==> src/rtl/epu_in_axi_bridge.sv <==
// AXI4 slave front end for the EPU input buffer: turns AR/R and AW/W/B bursts
// into per-beat SRAM handshake strobes for Input_wrapper.
module epu_in_axi_bridge #(
  parameter int unsigned       ID_W   = 8,
  parameter int unsigned       ADDR_W = 32,
  parameter int unsigned       DATA_W = 32,
  parameter int unsigned       LEN_W  = 4,
  parameter logic [ADDR_W-1:0] BASE   = 32'h0040_0000,
  parameter logic [ADDR_W-1:0] SIZE   = 32'h0006_0000
) (
  input  logic              clk,
  input  logic              rst,
  input  logic [ID_W-1:0]   arid_i,
  input  logic [ADDR_W-1:0] araddr_i,
  input  logic [LEN_W-1:0]  arlen_i,
  input  logic              arvalid_i,
  output logic              arready_o,
  output logic [ID_W-1:0]   rid_o,
  output logic [DATA_W-1:0] rdata_o,
  output logic [1:0]        rresp_o,
  output logic              rlast_o,
  output logic              rvalid_o,
  input  logic              rready_i,
  input  logic [ID_W-1:0]   awid_i,
  input  logic [ADDR_W-1:0] awaddr_i,
  input  logic [LEN_W-1:0]  awlen_i,
  input  logic              awvalid_i,
  output logic              awready_o,
  input  logic [DATA_W-1:0] wdata_i,
  input  logic              wvalid_i,
  output logic              wready_o,
  output logic [ID_W-1:0]   bid_o,
  output logic [1:0]        bresp_o,
  output logic              bvalid_o,
  input  logic              bready_i,
  input  logic              epu_busy_i,
  input  logic              wrp_rvalid_i,
  input  logic [DATA_W-1:0] wrp_rdata_i,
  output logic              enb_o,
  output logic              cs_o,
  output logic              oe_o,
  output logic              arhns_o,
  output logic              awhns_o,
  output logic              rhns_o,
  output logic              whns_o,
  output logic              rdfin_o,
  output logic              wrfin_o,
  output logic [ADDR_W-1:0] addr_o,
  output logic [DATA_W-1:0] wdata_o
);

  typedef enum logic [2:0] {IDLE, R_WAIT, R_DATA, W_WAIT, W_DATA, W_RESP} state_t;

  localparam logic [1:0] RESP_OKAY   = 2'b00;
  localparam logic [1:0] RESP_DECERR = 2'b11;

  state_t            r_state, w_next;
  logic [ID_W-1:0]   r_id;
  logic [ADDR_W-1:0] r_addr;
  logic [LEN_W-1:0]  r_len;
  logic [LEN_W-1:0]  r_beat;
  logic              r_hit;

  logic w_idle_rdy, w_ar_acc, w_aw_acc, w_ar_hit, w_aw_hit;
  logic w_last, w_rvalid, w_rbeat, w_wbeat;

  // Unsigned wrap makes addresses below BASE compare as huge offsets.
  assign w_ar_hit   = (araddr_i - BASE) < SIZE;
  assign w_aw_hit   = (awaddr_i - BASE) < SIZE;
  assign w_idle_rdy = (r_state == IDLE) && !epu_busy_i;
  assign w_ar_acc   = w_idle_rdy && arvalid_i;
  assign w_aw_acc   = w_idle_rdy && awvalid_i && !arvalid_i;
  assign w_last     = (r_beat == r_len);
  assign w_rvalid   = (r_state == R_DATA) && (r_hit ? wrp_rvalid_i : 1'b1);
  assign w_rbeat    = w_rvalid && rready_i;
  assign w_wbeat    = (r_state == W_DATA) && wvalid_i;

  always_ff @(posedge clk or posedge rst) begin
    if (rst) r_state <= IDLE;
    else     r_state <= w_next;
  end

  always_comb begin
    w_next = r_state;
    unique case (r_state)
      IDLE:   if (w_ar_acc) w_next = R_WAIT;
              else if (w_aw_acc) w_next = W_WAIT;
      R_WAIT: w_next = R_DATA;
      R_DATA: if (w_rbeat) w_next = w_last ? IDLE : R_WAIT;
      W_WAIT: w_next = W_DATA;
      W_DATA: if (w_wbeat && w_last) w_next = W_RESP;
      W_RESP: if (bready_i) w_next = IDLE;
      default: w_next = IDLE;
    endcase
  end

  always_ff @(posedge clk or posedge rst) begin
    if (rst) begin
      r_id   <= '0;
      r_addr <= '0;
      r_len  <= '0;
      r_beat <= '0;
      r_hit  <= 1'b0;
    end else if (w_ar_acc) begin
      r_id   <= arid_i;
      r_addr <= araddr_i;
      r_len  <= arlen_i;
      r_beat <= '0;
      r_hit  <= w_ar_hit;
    end else if (w_aw_acc) begin
      r_id   <= awid_i;
      r_addr <= awaddr_i;
      r_len  <= awlen_i;
      r_beat <= '0;
      r_hit  <= w_aw_hit;
    end else if ((w_rbeat || w_wbeat) && !w_last) begin
      r_beat <= r_beat + LEN_W'(1);
      r_addr <= r_addr + ADDR_W'(4);
    end
  end

  // AR has priority, so AW is only offered when no read is pending.
  always_comb begin
    arready_o = w_idle_rdy;
    awready_o = w_idle_rdy && !arvalid_i;
    arhns_o   = w_ar_acc && w_ar_hit;
    awhns_o   = w_aw_acc && w_aw_hit;
    rid_o     = '0;
    rdata_o   = '0;
    rresp_o   = RESP_OKAY;
    rlast_o   = 1'b0;
    rvalid_o  = 1'b0;
    rhns_o    = 1'b0;
    rdfin_o   = 1'b0;
    wready_o  = 1'b0;
    whns_o    = 1'b0;
    wrfin_o   = 1'b0;
    wdata_o   = '0;
    bid_o     = '0;
    bresp_o   = RESP_OKAY;
    bvalid_o  = 1'b0;
    enb_o     = (r_state != IDLE) && r_hit;
    cs_o      = enb_o;
    oe_o      = enb_o && ((r_state == R_WAIT) || (r_state == R_DATA));
    addr_o    = (r_state != IDLE) ? (r_addr - BASE) : '0;
    unique case (r_state)
      R_DATA: begin
        rvalid_o = w_rvalid;
        rid_o    = r_id;
        rdata_o  = r_hit ? wrp_rdata_i : '0;
        rresp_o  = r_hit ? RESP_OKAY : RESP_DECERR;
        rlast_o  = w_last;
        rhns_o   = w_rbeat && r_hit;
        rdfin_o  = w_rbeat && r_hit && w_last;
      end
      W_DATA: begin
        wready_o = 1'b1;
        whns_o   = wvalid_i && r_hit;
        wrfin_o  = wvalid_i && r_hit && w_last;
        wdata_o  = wdata_i;
      end
      W_RESP: begin
        bvalid_o = 1'b1;
        bid_o    = r_id;
        bresp_o  = r_hit ? RESP_OKAY : RESP_DECERR;
      end
      default: ;
    endcase
  end

endmodule

==> config.mk <==
export PLATFORM = sky130hd
export DESIGN_NAME = epu_in_axi_bridge
export DESIGN_NICKNAME = d
export VERILOG_FILES = /design/src/rtl/epu_in_axi_bridge.sv
export SDC_FILE = /design/constraint.sdc
export NUM_CORES = 1
export LEC_CHECK = 0
export BUFFER_PORTS_ARGS = -buffer_cell sky130_fd_sc_hd__clkbuf_2
export CAP_MARGIN = 30
export CORE_AREA = 2 2 114 116
export CTS_CLUSTER_DIAMETER = 150
export DETAILED_ROUTE_END_ITERATION = 7
export DIE_AREA = 0 0 116 118
export GPL_TIMING_DRIVEN = 1
export PLACE_DENSITY = 0.85
export SYNTH_ARGS = -nofsm -noshare
export SYNTH_HDL_FRONTEND = slang
export SYNTH_SLANG_ARGS = --single-unit
==> constraint.sdc <==
create_clock -name clk -period 1.9 [get_ports clk]
set_clock_uncertainty 0.05 [all_clocks]
set_input_delay 0.38 -clock clk [delete_from_list [all_inputs] [get_ports clk]]
set_output_delay 0.38 -clock clk [all_outputs]
set_load 0.005 [all_outputs]
; ---- After elaboration in Yosys (flattened, before gate mapping)
; Cells that the tools add are included.
[op_classes]
n_eq_ne = 10
magnitude_cmp = 2
n_mux = 37
add_sub_neg = 5
n_reduce_logical = 28
[ops]
columns = op, count
row1 = 32-bit 2-to-1 mux, 7
row2 = "32-bit by 23-bit subtractor with 32-bit output, second input constant", 3
row3 = "32-bit by 19-bit < comparator with 1-bit output, second input constant", 2
row4 = "32-bit by 3-bit adder with 32-bit output, second input constant", 1
row5 = 8-bit 2-to-1 mux, 4
row6 = 4-bit 2-to-1 mux, 5
row7 = 1-bit logical AND, 18
row8 = 3-bit case mux with 6 select lines, 1
row9 = 3-bit 2-to-1 mux, 5
row10 = 1-bit 2-to-1 mux, 12
row11 = "3-bit by 2-bit == test with 1-bit output, second input constant", 2
row12 = "3-bit == test, second input constant", 2
row13 = 2-bit 2-to-1 mux, 3
row14 = 3-bit nonzero test, 2
row15 = "4-bit by 1-bit adder with 4-bit output, second input constant", 1
row16 = 4-bit == test, 1
row17 = "2-bit inequality test, second input constant", 2
row18 = 4-bit AND reduction, 1
row19 = "3-bit by 1-bit == test with 1-bit output, second input constant", 1
row20 = 1-bit zero test, 3
row21 = 3-bit zero test, 1
row22 = "3-bit inequality test, second input constant", 1
row23 = 1-bit logical OR, 2
row24 = "2-bit by 1-bit inequality test with 1-bit output, second input constant", 1
row25 = 2-bit nonzero test, 1
[totals]
out_inout_bits = 131
input_bits = 161
wordCells = 88
regBits = 52

; ---- Longest topological paths before layout
[depth]
depth_word = 8
ltp_mapped = 10
ltp_nobuf = 6

; ---- Least setup slack after synthesis
; No wires, ideal clock.
[synth_timing]
path_type = reg-to-output
from = register r_state[0]
to = output arhns_o
t_required_ns = 1.470
n_path_buf = 3
stages_incl_launch_ff = 8
setup_slack_ns = -0.293
arrival_time_ns = 1.763
cell_sequence = dfrtp_1 buf_6 or4_4 buf_6 clkinv_4 nand2_2 clkbuf_1 nor3_1
[synth_via]
elab_chain_cells = 4
[synth_lines]
columns = element, line
row1 = from (decl), 57  ; state_t r_state, w_next;
row2 = from (signal assigned), 80  ; else r_state <= w_next;
row3 = 3-bit zero test, 70  ; assign w_idle_rdy = (r_state == IDLE) && !epu_busy_i;
row4 = 1-bit logical AND, 70
row5 = net arready_o, 17  ; output logic arready_o,
row6 = 1-bit logical AND, 71  ; assign w_ar_acc = w_idle_rdy && arvalid_i;
row7 = 1-bit logical AND, 126  ; arhns_o = w_ar_acc && w_ar_hit;
row8 = to (decl), 42  ; output logic arhns_o,
; The timed path passes the listed nets, and every way through them passes these cells.

; ---- Worst setup path in the final report
[layout_timing]
from = register r_addr[27]
to = output addr_o[31]
[layout_via]
elab_chain_cells = 2
[layout_lines]
columns = element, line
row1 = from (decl), 59  ; logic [ADDR_W-1:0] r_addr;
row2 = from (signal assigned), 106  ; r_addr <= araddr_i;
row3 = from (signal assigned), 112  ; r_addr <= awaddr_i;
row4 = from (signal assigned), 118  ; r_addr <= r_addr + ADDR_W'(4);
row5 = 32-bit by 23-bit subtractor with 32-bit output, 145  ; addr_o = (r_state != IDLE) ? (r_addr - BASE) : '0;
row6 = 32-bit 2-to-1 mux, 145
row7 = to (decl), 48  ; output logic [ADDR_W-1:0] addr_o,
; Every way passes these cells.

==> impl_metrics.toml <==
[setup_path]
cp.depth = 6
crit_path_start = "r_addr[27]$_DFFE_PP0P_"
crit_required_ns = 1.47
r2r-end = "r_addr[29]$_DFFE_PP0P_"
max_stage_delay_ns = 0.57
cpMaxStageDelayCell = "or4_4"
r2r_slack_ns = -0.34
cp_top_family = "simple AND/OR/NAND/NOR gates"
critical_path.n_buffers_inverters = 1
path_max_fanout = 3
timing.rr.start = "r_state[1]$_DFFE_PP0P_"
arrival_ns = 1.88
cp-end-kind = "output port"
cp_cell_sequence = "or4_4, nor3_4, nand2_1, xor2_1, nor2_1, buf_2"
start_kind = "register"
rr_worst_depth = 8
crit_end = "addr_o[31]"
crit_type = "register to output port"

[drt]
wl_per_cell_um = 23.0
first_iter_violations = 670
ant_nets = 0
drt_first_pass_iters = 8
vias = 7035
post-route-drc-count = 0
via_per_inst = 5.97
wl_um = 27100

[sta]
timing.final.crit_share_pct = 122
worst_pin_slew_ns = 0.570
fmax_mhz = 433
final_max_slew_viol_count = 0
fin_ws_ns = -0.411
relSlewSlack_pct = 61.9
final_hold_viol_count = 0
fin_tns_setup_ns = -44.83
rsz0062_at_grt = "true"
setup_viol = 180
fin_crit_ns = 2.31

[clock_tree]
clock_latency_ns = 0.31
cts_root_buffer = "clkbuf_16"
numCtsBuffers = 5
cts.sinks = 52
cts_tree = "built"
htree_num_levels = 2
cts_buffer_depth = 2
path_clk_slew_ns = 0.09

[die]
die-area_um2 = 13700
rows = 41
die_h_um = 118
die_x_um = 116
pin_count = 292
initial_core_util_pct = 36.0
fp.coreArea_um2 = 12400

[synth]
syn_area_um2 = 4470
ys_seq_area_share_pct = 29.1
synthCells = 579
synth_edf_count = 0
syn_avg_cell_area_um2 = 7.71
synth_ff_type = "dfrtp_1"
yosys_register_bits = 52
synthArstFlopShare_pct = 100
synthDistinctLibCells = 60
syn_nets = 744
synth_warnings = 0

[placement]
dp_hpwl_um = 15200
gp_congestion = 0.932
dpl_cell_area_um2 = 6860
placed_cells = 1100
io_buffers = 291

[global_routing]
grt_pass1_wl_um = 33700
grt_start_max_net_pins = 42
grt_pass1_vias = 6103
antenna_found_initial = 1
grt_overflow = 0
grt_usage_pct = 31.6

[power]
ir_drop_mv = 0.892
pwr-share-clk_pct = 7.1
p_per_area_nw_per_um2 = 1520
p_sw_share_pct = 45.4
leakagePower_nw = 4.60
p_comb_share_pct = 78.7
p_int_mw = 7.99
sequentialPowerShare_pct = 14.2
netSwitchingPower_mw = 6.64

[layout]
nFillCells = 761
final-seq-area_um2 = 1300
instances_no_fill = 1178
final_area_um2 = 9590
area_growth_pct = 115
fin_nets = 1169
drive_gt1_share_pct = 66.5
multi_input_comb_area_um2 = 3990

[outcome]
outcome = "complete, but fails checks"
violations = "setup timing"

[min_path]
hold_class = "primary input to register"

[job]
maxCapViolCount = 0
==> timing repair <==
action	CTS	global route
pin swaps	43	112
endpoints found under the setup margin	179	179
hold buffers	1	0
resized for setup	124	319
hold endpoints to repair	11	0
gates cloned	18	7
buffers inserted	29	35
==> registers in the layout (all words and copies together), names as in the netlist <==
| name | cells |
|---|---|
| r_addr | 32 |
| r_id | 8 |
| r_beat | 4 |
| r_len | 4 |
| r_state | 3 |
| r_hit | 1 |
==> logic make-up (layout without fill, tap and decap cells) <==
group / Yosys count / count (layout) / synth area share (%)
adder cells (fa/ha/maj): 4 / 4 / 1.12
AO/OA/AOI/OAI: 121 / 122 / 19.4
buffers and inverters: 64 / 488 / 6.95
flip-flops: 52 / 52 / 29.1
other: 0 / 1 / 0
XOR/XNOR: 27 / 27 / 5.30
AND/OR/NAND/NOR: 311 / 312 / 38.0
==> worst min path at each step <==
stage,startpoint,to,slack (ns),cells past startpoint
2_1_floorplan,bready_i,r_state[0]$_DFFE_PP0P_,0.42,1
3_3_place_gp,rst,r_id[5]$_DFFE_PP0P_,0.28,2
3_5_place_dp,rst,r_id[5]$_DFFE_PP0P_,0.28,2
4_1_cts,awid_i[5],r_id[5]$_DFFE_PP0P_,0.21,3
5_1_grt,awlen_i[0],r_len[0]$_DFFE_PP0P_,0.23,3
6_report,awlen_i[2],r_len[2]$_DFFE_PP0P_,0.21,3
==> power groups by stage <==
stage | clock (mW) | sequential, mW | combinational (mW)
floorplan | 0 | 1.96 | 3.54
global placement | 0 | 1.96 | 6.36
detailed placement | 0 | 1.98 | 6.49
CTS | 1.02 | 2.00 | 9.21
global route | 1.07 | 2.11 | 12.0
finish | 1.04 | 2.08 | 11.5
==> per-stage QoR <==
stage / power (mW) / setup slack (ns) / utilization, % / hold WS [ns]
floorplan: 5.51 / -0.180 / - / 0.419
global placement: 8.32 / -0.240 / 55.2 / 0.275
detailed placement: 8.47 / -0.245 / 55.2 / 0.280
CTS: 12.2 / -0.353 / 65.4 / 0.212
global route: 15.2 / -0.528 / 77.3 / 0.231
finish: 14.6 / -0.411 / 77.3 / 0.205
==> placed cells by master (no fill, tap or decap), drive strengths merged, types with 4 or more instances in the layout <==
master	count
a222oi	4
a31oi	9
o2bb2ai	4
nand2b	4
nand2	68
or4	4
o211ai	4
buf	253
a21o	4
o22ai	8
o21ai	15
and4	6
xnor2	18
clkbuf	220
nand3	17
o21a	5
xor2	9
a22oi	17
nor2	44
nand4	10
nor2b	22
ha	4
dfrtp	52
o311ai	5
o22a	5
and3	81
and2	18
nor4	11
nor3	17
inv	13
a21oi	19
==> worst reg2reg max path: stages (launching register included) <==
cell      delay [ns]
dfrtp_1         0.45
or4_4           0.60
clkinv_8        0.11
buf_8           0.12
and2_4          0.22
buf_6           0.12
a21oi_4         0.05
a31o_1          0.22
a221oi_2        0.22
==> cells in the mapped netlist, drive strengths merged (4+ instances only) <==
library cell	n	area (µm²)
and3	81	507
nand2	68	260
dfrtp	52	1300
nor2	44	168
clkbuf	29	109
buf	24	155
nor2b	22	138
a21oi	18	90.1
xnor2	18	158
a22oi	17	128
and2	17	106
nand3	17	85.1
nor3	17	85.1
o21ai	15	78.8
nor4	11	75.1
inv	10	37.5
nand4	10	75.1
a31oi	9	56.3
xor2	9	78.8
o22ai	8	50.1
and4	6	52.6
o21a	5	37.5
o22a	5	43.8
o311ai	5	43.8
a21o	4	30.0
a222oi	4	40.0
ha	4	50.1
nand2b	4	25.0
o211ai	4	30.0
o2bb2ai	4	35.0
or4	4	33.8
==> metal layers <==
metal / vias to the layer above / track usage [%] / wire length [µm]
li1: 2980 / - / -
met1: 3349 / 41.3 / 9690
met2: 558 / 53.1 / 13200
met3: 148 / 4.02 / 2660
met4: 0 / 10.9 / 1610
met5: - / 0 / 0
==> final cells by class <==
type	count	area share [%]
Tap cell	172	2.24
Multi-Input combinational cell	465	41.6
Inverter	11	0.561
Timing Repair Buffer	469	40.3
Sequential cell	52	13.6
Clock inverter	3	0.300
Antenna cell	1	0.0261
Clock buffer	5	1.30
(Power assumes the default switching activity.)
